File: src/rtl/i2s_tx_serializer.sv
// i2s_tx_serializer: I2S clock master and transmitter for stereo sample pairs.
// Sample pairs arrive on a valid/ready stream into a one-pair holding buffer. At each
// frame start the buffered pair moves into the transmit registers and is shifted out
// MSB first, one BCLK after each LRCLK edge.
// Optional build macro I2S_TX_REPEAT_ON_UNDERRUN_EN: an underrun frame resends the last
// loaded pair instead of silence.
module i2s_tx_serializer #(
    parameter int unsigned SAMPLE_WIDTH = 24,
    parameter int unsigned SLOT_WIDTH   = 32,
    parameter int unsigned BCLK_DIV     = 4
) (
    input  logic                    clk,
    input  logic                    rst_n,
    input  logic                    s_valid,
    output logic                    s_ready,
    input  logic [SAMPLE_WIDTH-1:0] s_left,
    input  logic [SAMPLE_WIDTH-1:0] s_right,
    output logic                    i2s_bclk,
    output logic                    i2s_lrclk,
    output logic                    i2s_sdata,
    output logic                    underrun,
    output logic [15:0]             underrun_count
);

    localparam int unsigned DivW = (BCLK_DIV > 1) ? $clog2(BCLK_DIV) : 1;
    localparam int unsigned CntW = $clog2(2 * SLOT_WIDTH);

    localparam logic [DivW-1:0] DivLast = DivW'(BCLK_DIV - 1);
    localparam logic [CntW-1:0] BitLast = CntW'(2 * SLOT_WIDTH - 1);
    localparam logic [CntW-1:0] SlotLen = CntW'(SLOT_WIDTH);

    // Clock generation and frame position
    logic [DivW-1:0] div_cnt_q, div_cnt_d;
    logic            bclk_q, bclk_d;
    logic [CntW-1:0] bit_cnt_q, bit_cnt_d;
    logic            lrclk_q, lrclk_d;
    logic            sdata_q, sdata_d;

    // Input stream and holding buffer
    logic                    ready_q, ready_d;
    logic                    buf_full_q, buf_full_d;
    logic [SAMPLE_WIDTH-1:0] buf_l_q, buf_l_d;
    logic [SAMPLE_WIDTH-1:0] buf_r_q, buf_r_d;

    // Pair currently on the wire
    logic [SAMPLE_WIDTH-1:0] tx_l_q, tx_l_d;
    logic [SAMPLE_WIDTH-1:0] tx_r_q, tx_r_d;

    // Underrun status
    logic        underrun_q, underrun_d;
    logic [15:0] urun_cnt_q, urun_cnt_d;

    // Events and helpers
    logic                    bclk_toggle;
    logic                    fall_event;
    logic                    frame_start;
    logic                    xfer;
    logic [CntW-1:0]         bit_cnt_nxt;
    logic [CntW-1:0]         slot_pos;
    logic                    lrclk_nxt;
    logic                    sdata_nxt;
    logic [SAMPLE_WIDTH-1:0] active;

    // BCLK divider: toggles bclk every BCLK_DIV clk cycles
    always_comb begin
        bclk_toggle = (div_cnt_q == DivLast);
        div_cnt_d   = bclk_toggle ? '0 : div_cnt_q + DivW'(1);
        bclk_d      = bclk_toggle ? ~bclk_q : bclk_q;
        fall_event  = bclk_toggle & bclk_q;
        frame_start = fall_event & (bit_cnt_q == BitLast);
    end

    // Bit position, word select and serial data, all advanced on the falling event
    always_comb begin
        bit_cnt_nxt = (bit_cnt_q == BitLast) ? '0 : bit_cnt_q + CntW'(1);
        lrclk_nxt   = (bit_cnt_nxt >= SlotLen);
        slot_pos    = lrclk_nxt ? (bit_cnt_nxt - SlotLen) : bit_cnt_nxt;
        active      = lrclk_nxt ? tx_r_q : tx_l_q;
        // Slot position p carries sample bit SAMPLE_WIDTH-p; p=0 is the one-BCLK delay
        sdata_nxt   = 1'b0;
        for (int unsigned i = 0; i < SAMPLE_WIDTH; i++) begin
            if (slot_pos == CntW'(SAMPLE_WIDTH - i)) begin
                sdata_nxt = active[i];
            end
        end
        bit_cnt_d = fall_event ? bit_cnt_nxt : bit_cnt_q;
        lrclk_d   = fall_event ? lrclk_nxt : lrclk_q;
        sdata_d   = fall_event ? sdata_nxt : sdata_q;
    end

    // Holding buffer fill/drain and transmit register load at frame start
    always_comb begin
        xfer       = s_valid & ready_q;
        buf_full_d = buf_full_q;
        buf_l_d    = buf_l_q;
        buf_r_d    = buf_r_q;
        tx_l_d     = tx_l_q;
        tx_r_d     = tx_r_q;
        if (frame_start) begin
            if (buf_full_q) begin
                tx_l_d     = buf_l_q;
                tx_r_d     = buf_r_q;
                buf_full_d = 1'b0;
            end else begin
`ifdef I2S_TX_REPEAT_ON_UNDERRUN_EN
                // Keep the previous pair; registers are zero until the first load
                tx_l_d = tx_l_q;
                tx_r_d = tx_r_q;
`else
                tx_l_d = '0;
                tx_r_d = '0;
`endif
            end
        end
        // A pair accepted on a frame-start cycle is held for the following frame
        if (xfer) begin
            buf_l_d    = s_left;
            buf_r_d    = s_right;
            buf_full_d = 1'b1;
        end
        ready_d = ~buf_full_d;
    end

    // Underrun pulse and saturating counter
    always_comb begin
        underrun_d = frame_start & ~buf_full_q;
        urun_cnt_d = urun_cnt_q;
        if (underrun_d && (urun_cnt_q != 16'hFFFF)) begin
            urun_cnt_d = urun_cnt_q + 16'd1;
        end
    end

    // State registers with synchronous active-low reset
    always_ff @(posedge clk) begin
        if (!rst_n) begin
            div_cnt_q  <= '0;
            bclk_q     <= 1'b0;
            bit_cnt_q  <= BitLast;
            lrclk_q    <= 1'b1;
            sdata_q    <= 1'b0;
            ready_q    <= 1'b0;
            buf_full_q <= 1'b0;
            buf_l_q    <= '0;
            buf_r_q    <= '0;
            tx_l_q     <= '0;
            tx_r_q     <= '0;
            underrun_q <= 1'b0;
            urun_cnt_q <= '0;
        end else begin
            div_cnt_q  <= div_cnt_d;
            bclk_q     <= bclk_d;
            bit_cnt_q  <= bit_cnt_d;
            lrclk_q    <= lrclk_d;
            sdata_q    <= sdata_d;
            ready_q    <= ready_d;
            buf_full_q <= buf_full_d;
            buf_l_q    <= buf_l_d;
            buf_r_q    <= buf_r_d;
            tx_l_q     <= tx_l_d;
            tx_r_q     <= tx_r_d;
            underrun_q <= underrun_d;
            urun_cnt_q <= urun_cnt_d;
        end
    end

    assign s_ready        = ready_q;
    assign i2s_bclk       = bclk_q;
    assign i2s_lrclk      = lrclk_q;
    assign i2s_sdata      = sdata_q;
    assign underrun       = underrun_q;
    assign underrun_count = urun_cnt_q;

endmodule
File: config.mk
export PLATFORM = sky130hd
export DESIGN_NAME = i2s_tx_serializer
export DESIGN_NICKNAME = d
export VERILOG_FILES = /design/src/rtl/i2s_tx_serializer.sv
export SDC_FILE = /design/constraint.sdc
export NUM_CORES = 1
export LEC_CHECK = 0
export ABC_AREA = 1
export CAP_MARGIN = 10
export CORE_UTILIZATION = 50
export CTS_BUF_LIST = sky130_fd_sc_hd__clkbuf_4
export DETAILED_ROUTE_END_ITERATION = 8
export GPL_TIMING_DRIVEN = 0
export PLACE_DENSITY = 0.81
export SYNTH_ARGS = -nofsm -noshare
export SYNTH_HDL_FRONTEND = slang
export SYNTH_SLANG_ARGS = --single-unit
File: constraint.sdc
create_clock -name clk -period 6.7 [get_ports clk]
set_input_delay 1.005 -clock clk [delete_from_list [all_inputs] [get_ports clk]]
set_output_delay 1.005 -clock clk [all_outputs]
set_load 0.03 [all_outputs]
==> metrics.md, run 1 <==
| Metric | Value |
|---|---|
| Clock sink count | 126 |
| Delay of the slowest critical-path stage | 0.48 ns |
| Complex-gate fraction of the synthesized area | 19.8% |
| MaxCap Viol Count | 0 |
| Critical path class | reg -> reg |
| Clk_lat worst skew | 0.54 ns |
| Initial Util | 52.1% |
| Peak supply drop | 0.137 mV |
| Gpl congestion | 0.892 |
| CP Data Required Time | 7.14 ns |
| Fmax | 0.301 GHz |
| Fin crit period | 3.32 ns |
| Post-Synth Adder-Cell Area | 1.38% |
| Metal2 WL | 6930 µm |
| Die footprint | 0.0113 mm² |
| Synth top area share | 46.3% |
| Internal power | 1.09 mW |
| Crit end category | flip-flop |
| Leakage Power | 2.50 nW |
| Main area contributors after synthesis | dfxtp_1, nor2_1, nand2_1 |
| TritonCTS Buffers | 17 |
| Initial DRC count | 343 |
| Post-CTS sizing | 0 |
| # setup viols final | 0 |
| Cell Area, Synth | 0.00545 mm² |
| Syn Area/Cell | 7.25 µm² |
| Switching share of power | 25.9% |
| Yosys Warn Count | 0 |
| Comb pwr share | 8.8% |
| Antenna violations before repair | 0 |
| Post-route ant nets | 0 |
| Most frequent cells after synthesis | nor2_1, dfxtp_1, nand2_1 |
| Slowest-stage cell, CP | dfxtp_1 |
| Root buf cell | clkbuf_4 |
| Die Ht | 106 µm |
| Main combinational cell family by area after synthesis | simple AND/OR/NAND/NOR gates |
| Pwr Total | 1.47 mW |
| Synth Area in XOR/XNOR | 0% |
| Synth unique cells | 38 |
| Largest area contributor in the netlist | dfxtp_1 |
| Hold Vio Cnt, Final | 0 |
| Synth-to-layout area growth | 21.5% |
| Hold-fix buffers, CTS | 0 |
| Synth Flop Type | dfxtp_1 |
| GRT Resource Usage Total | 27.1% |
| Largest net degree at the start of global routing | 17 |
| Setup crit end | underrun_count[15] |
| Worst-path clk slew | 0.11 ns |
| Clock network power share | 37.5% |
| Vias | 5320 |
| Clk buf depth | 2 |
| ANT cells | 0 |
| Skew final | 0.0144 ns |
| Fill cells | 1003 |
| Hold path depth | 1 |
| Slew HR | 55.9% |
| CORE AREA | 0.0105 mm² |
| Input/output buffers | 70 |
| Routed vias/inst | 5.37 |
| Power per cell area | 223 mW/mm² |
| WL final | 14600 µm |
| Global route total overflow | 0 |
| Mapped Cells | 752 |
| CP Launch Point | bit_cnt_q[0] |
| RSZ-0062 raised after global routing | false |
| Worst reg2reg startpoint | bit_cnt_q[0] |
| Hold crit path type | reg -> reg |
| Non-filler cells, final | 990 |
| Vias in the first global route | 4933 |
| CP Max Fanout | 10 |
| Crit-path cells | ha_1 > nand2_2 > inv_2 > nand3_2 > nor2_2 > inv_2 > nor2_2 > o21ai_1 > nor3_1 > inv_1 > nor3_2 > nand3_1 > nor2_1 > inv_1 > nor3_2 > nand4_1 > o21ai_0 > a21oi_1 |
| # rows | 37 |
| Slew Viols, Final | 0 |
| Crit path launch type | flip-flop |
| Arr. time, crit path | 3.76 ns |
| Width of the die | 106 µm |
| Period utilization | 49.6% |
| Sequential share of the synthesized area | 46.3% |
| Post-synth ARST share | 0% |
| Multiplexer share of the synthesized area | 0% |
| WL met3 | 856 µm |
| Routed len/inst | 14.7 µm |
| Worst R2R Path Depth | 18 |
| Syn_nets | 809 |
| First-pass GRT wire length | 23500 µm |
| Setup bufs post-CTS | 0 |
| Fin Setup TNS | 0 ns |
| Psw | 382 µW |
| DP Cell Count | 958 |
| RR Endpoint | underrun_count[15] |
| DR pass1 iterations | 5 |
| Share of layout cells above drive strength 1 | 6.32% |
| DRC violations left | 0 |
| CTS tree | built |
| Post-synth EDFFs | 0 |
| Sequential Power Share | 53.7% |
| Actual slew at the worst max-slew pin | 0.661 ns |
| H-tree depth | 4 |
| NumNets Final | 898 |
| Top-Level Pins | 72 |
| #FFs+latches synth | 126 |
| Top-count cell post-synth | nor2_1 |
| DP Wirelength | 11300 µm |
| R2R Setup Slk | 3.38 ns |
| Highest routing layer actually used | met4 |
| Status | finished, final reports clean |
| Metal-1 WL | 6460 µm |
| Post-synthesis simple-gate area fraction | 24.2% |
-- sequential cells by signal, summed over array words and instances, names as in the netlist --
register        flops
tx_r_q             24
i2s_sdata           1
i2s_bclk            1
div_cnt_q           2
buf_l_q            24
buf_full_q          1
i2s_lrclk           1
underrun_count     16
buf_r_q            24
underrun            1
bit_cnt_q           6
tx_l_q             24
s_ready             1
-- cells by family after synthesis --
group / count (synthesis)
fa+ha+maj: 6
simple gates: 314
compound gates: 190
buf+inv: 116
flops: 126
-- layer usage --
layer / vias up / GRT usage, %
met5: - / 0
met4: 0 / 10.8
met3: 28 / 5.15
met2: 154 / 44.8
met1: 2470 / 34.8
li1: 2668 / -
-- critical path: cells and delay by family, from the launching register on --
kind | cells | cell delay [ns]
AOI/OAI and AO/OA | 3 | 0.38
and+or+nand+nor | 10 | 1.62
adders and majority gates | 1 | 0.29
buffers and inverters | 4 | 0.45
DFF | 1 | 0.48
-- area by class of cell --
class	count	area [µm²]	share of cell area, %
flip-flops and latches	126	2520	38.1
inverters	73	274	4.14
plain buffers	43	175	2.65
multi-input cells	510	2480	37.4
well taps	136	170	2.57
clock buffers	18	135	2.04
clock inverters	14	166	2.51
repair buffers	70	701	10.6
-- worst min-delay path by stage --
| stage | startpoint | to |
|---|---|---|
| floorplan | div_cnt_q[0] | div_cnt_q[0] |
| global placement | div_cnt_q[0] | div_cnt_q[0] |
| detailed placement | div_cnt_q[0] | div_cnt_q[0] |
| CTS | div_cnt_q[0] | div_cnt_q[0] |
| global route | div_cnt_q[0] | div_cnt_q[0] |
| finish | div_cnt_q[0] | div_cnt_q[0] |
-- per-stage QoR --
step / setup WS [ns] / cell area (µm²) / util, % / hold WS [ns]
final: 3.38 / 6620 / 63.3 / 0.440
after detailed placement: 3.41 / 6320 / 60.4 / 0.417
after global placement: 3.49 / 6320 / 60.4 / 0.415
after global routing: 3.02 / 6620 / 63.3 / 0.462
after CTS: 3.39 / 6620 / 63.3 / 0.441
after floorplan: 4.06 / 5450 / - / 0.404
-- power groups by stage --
stage                     registers [mW]  clock network [mW]  logic (mW)
after floorplan                    0.804                   0      0.0733
after global placement             0.807                   0       0.125
after detailed placement           0.808                   0       0.130
after CTS                          0.791               0.557       0.130
after global routing               0.794               0.592       0.146
final                              0.791               0.553       0.130
-- cells in the final DEF, fill, tap and decap left out, types with 2 or more instances in the layout --
cell type        count
a211oi_1            26
a21oi_1             70
a21oi_2              3
a22oi_1              2
a31oi_1              3
buf_1                4
buf_2                2
bufinv_16            3
clkbuf_1            36
clkbuf_4            18
clkdlybuf4s50_1     70
clkinv_1             3
clkinvlp_4           5
dfxtp_1            126
ha_1                 6
inv_1               69
inv_2                3
inv_6                3
nand2_1            105
nand2_2              4
nand3_1             37
nand3_2              2
nand4_1              5
nor2_1             138
nor2_2               4
nor3_1              12
nor3_2               3
o2111ai_1            3
o211ai_1             5
o21ai_0             68
o21ai_1              3
Power figures use the tool's default switching activity.
==> inputs of run 2 (changes only) <==
==> constraint.sdc (replaced) <==
create_clock -name clk -period 3.47 [get_ports clk]
set_input_delay 0.5205 -clock clk [delete_from_list [all_inputs] [get_ports clk]]
set_output_delay 0.5205 -clock clk [all_outputs]
set_load 0.03 [all_outputs]
==> run 2 against run 1 <==
Via count increased by 0.30%. Clock-buffer cell count unchanged. Final cell count unchanged. Highest routed layer unchanged. Critical path type unchanged.
==> metrics.md, run 2 (synthesis results as in run 1) <==
| Metric | Value |
|---|---|
| CORE AREA | 0.0105 mm² (unchanged) |
| First-pass GRT wire length | 23500 µm (unchanged) |
| Global route total overflow | 0 (unchanged) |
| CP Launch Point | bit_cnt_q[0] (unchanged) |
| CP Max Fanout | 7 (was 10) |
| Initial Util | 52.1% (unchanged) |
| Worst slack, placed | 0.176 ns (was 3.41 ns) |
| # rows | 37 (unchanged) |
| DP Cell Count | 958 (unchanged) |
| DRC violations left | 0 (unchanged) |
| Final hold slack | 0.440 ns (about the same) |
| Fmax | 0.319 GHz (was 0.301 GHz) |
| Width of the die | 106 µm (unchanged) |
| Share of layout cells above drive strength 1 | 6.67% (was 6.32%) |
| Gpl congestion | 0.892 (unchanged) |
| Commonest non-fill, non-tap cell in the layout | nor2_1 (unchanged) |
| Die Ht | 106 µm (unchanged) |
| CP Data Required Time | 3.94 ns (was 7.14 ns) |
| Routed len/inst | 14.7 µm (about the same) |
| Critical path class | reg -> reg (unchanged) |
| Fin Setup TNS | 0 ns (unchanged) |
| Largest net degree at the start of global routing | 17 (unchanged) |
| GRT Resource Usage Total | 27.1% (unchanged) |
| Final Util | 63.4% (was 63.3%) |
| Leakage Power | 2.50 nW (about the same) |
| Worst reg2reg startpoint | bit_cnt_q[0] (unchanged) |
| Clk_lat worst skew | 0.54 ns (about the same) |
| Root buf cell | clkbuf_4 (unchanged) |
| Worst-path clk slew | 0.11 ns (about the same) |
| Input/output buffers | 70 (unchanged) |
| Slew HR | 55.6% (was 55.9%) |
| Slowest-stage cell, CP | dfxtp_2 (was dfxtp_1) |
| H-tree depth | 4 (unchanged) |
| Fill cells | 1002 (was 1003) |
| Power per cell area | 430 mW/mm² (was 223 mW/mm²) |
| Arr. time, crit path | 3.61 ns (was 3.76 ns) |
| Multi-input logic area | 0.00248 mm² (about the same) |
| Reg area | 0.00252 mm² (about the same) |
| MaxCap Viol Count | 0 (unchanged) |
| Clk buf depth | 2 (unchanged) |
| DP Wirelength | 11300 µm (unchanged) |
| Vias | 5336 (was 5320) |
| Routed vias/inst | 5.39 (was 5.37) |
| Period utilization | 90.3% (was 49.6%) |
| Synth-to-layout area growth | 21.7% (was 21.5%) |
| Skew final | 0.0142 ns (was 0.0144 ns) |
| WL final | 14600 µm (about the same) |
| Most frequent cells in the layout | nor2_1, dfxtp_1, nand2_1 (unchanged) |
| TritonCTS Buffers | 17 (unchanged) |
| CTS tree | built (unchanged) |
| Setup bufs post-CTS | 0 (unchanged) |
| Hold Vio Cnt, Final | 0 (unchanged) |
| Setup ws final | 0.338 ns (was 3.38 ns) |
| Fin crit period | 3.13 ns (was 3.32 ns) |
| NumNets Final | 898 (unchanged) |
| # setup viols final | 0 (unchanged) |
| Post-route ant nets | 0 (unchanged) |
| Crit path launch type | flip-flop (unchanged) |
| Actual slew at the worst max-slew pin | 0.665 ns (was 0.661 ns) |
| Post-CTS sizing | 0 (unchanged) |
| CP dominant cell by count | nand2_1 |
| Initial DRC count | 357 (was 343) |
| DR pass1 iterations | 4 (was 5) |
| Top-Level Pins | 72 (unchanged) |
| Hold crit path type | reg -> reg (unchanged) |
| Hold-fix buffers, CTS | 0 (unchanged) |
| Non-filler cells, final | 990 (unchanged) |
| Die footprint | 0.0113 mm² (unchanged) |
| Clock sink count | 126 (unchanged) |
| Status | finished, final reports clean (unchanged) |
| Delay of the slowest critical-path stage | 0.42 ns (was 0.48 ns) |
| Antenna violations before repair | 0 (unchanged) |
| Vias in the first global route | 4933 (unchanged) |
| Slew Viols, Final | 0 (unchanged) |
| Peak supply drop | 0.263 mV (was 0.137 mV) |
| ANT cells | 0 (unchanged) |
| RSZ-0062 raised after global routing | false (unchanged) |
| Crit end category | flip-flop (unchanged) |
| Hold path start | div_cnt_q[0] (unchanged) |
==> run 2: cell type report <==
class,count,share of cell area (%)
plain buffers,43,2.64
clock buffers,18,2.04
clock inverters,14,2.51
inverters,73,4.13
multi-input cells,510,37.5
flip-flops and latches,126,38.1
well taps,136,2.57
repair buffers,70,10.6
==> run 2: worst paths after layout <==
path,depth (start not counted),end,slack (ns)
worst max-delay path,34,i2s_sdata,0.34
worst min-delay path,1,div_cnt_q[0],0.44
worst max register to register,34,i2s_sdata,0.34
worst min register to register,1,div_cnt_q[0],0.44
==> run 2: metal layers <==
metal  vias up  part of all wire, %  GRT usage [%]  wire length [µm]
met3        28                  5.2           5.15               750
met5         -                    0              0                 0
met4         0                  2.4           10.8               352
met2       155                   47           44.8              6850
li1       2669                    -              -                 -
met1      2484                   45           34.8              6590
==> run 2: critical path, delay by kind of cell (launching register included) <==
kind                     cells  cell delay, ns
AO/OA/AOI/OAI                2            0.29
adder cells (fa/ha/maj)      1            0.24
buffers and inverters        2            0.13
flip-flops                   1            0.42
AND/OR/NAND/NOR             29            2.01
==> run 2: where the power goes <==
| part | switching, mW | internal (mW) | leakage, nW |
|---|---|---|---|
| sequential | 0.0319 | 1.50 | 1.02 |
| combinational | 0.144 | 0.107 | 1.33 |
| clock | 0.567 | 0.506 | 0.147 |
| total | 0.743 | 2.11 | 2.50 |
==> run 2: stage by stage <==
stage,cell area (µm²),power (mW)
after global placement,6320,1.80
after floorplan,5450,1.69
after CTS,6620,2.85
after detailed placement,6320,1.81
after global routing,6630,2.96
final,6630,2.85
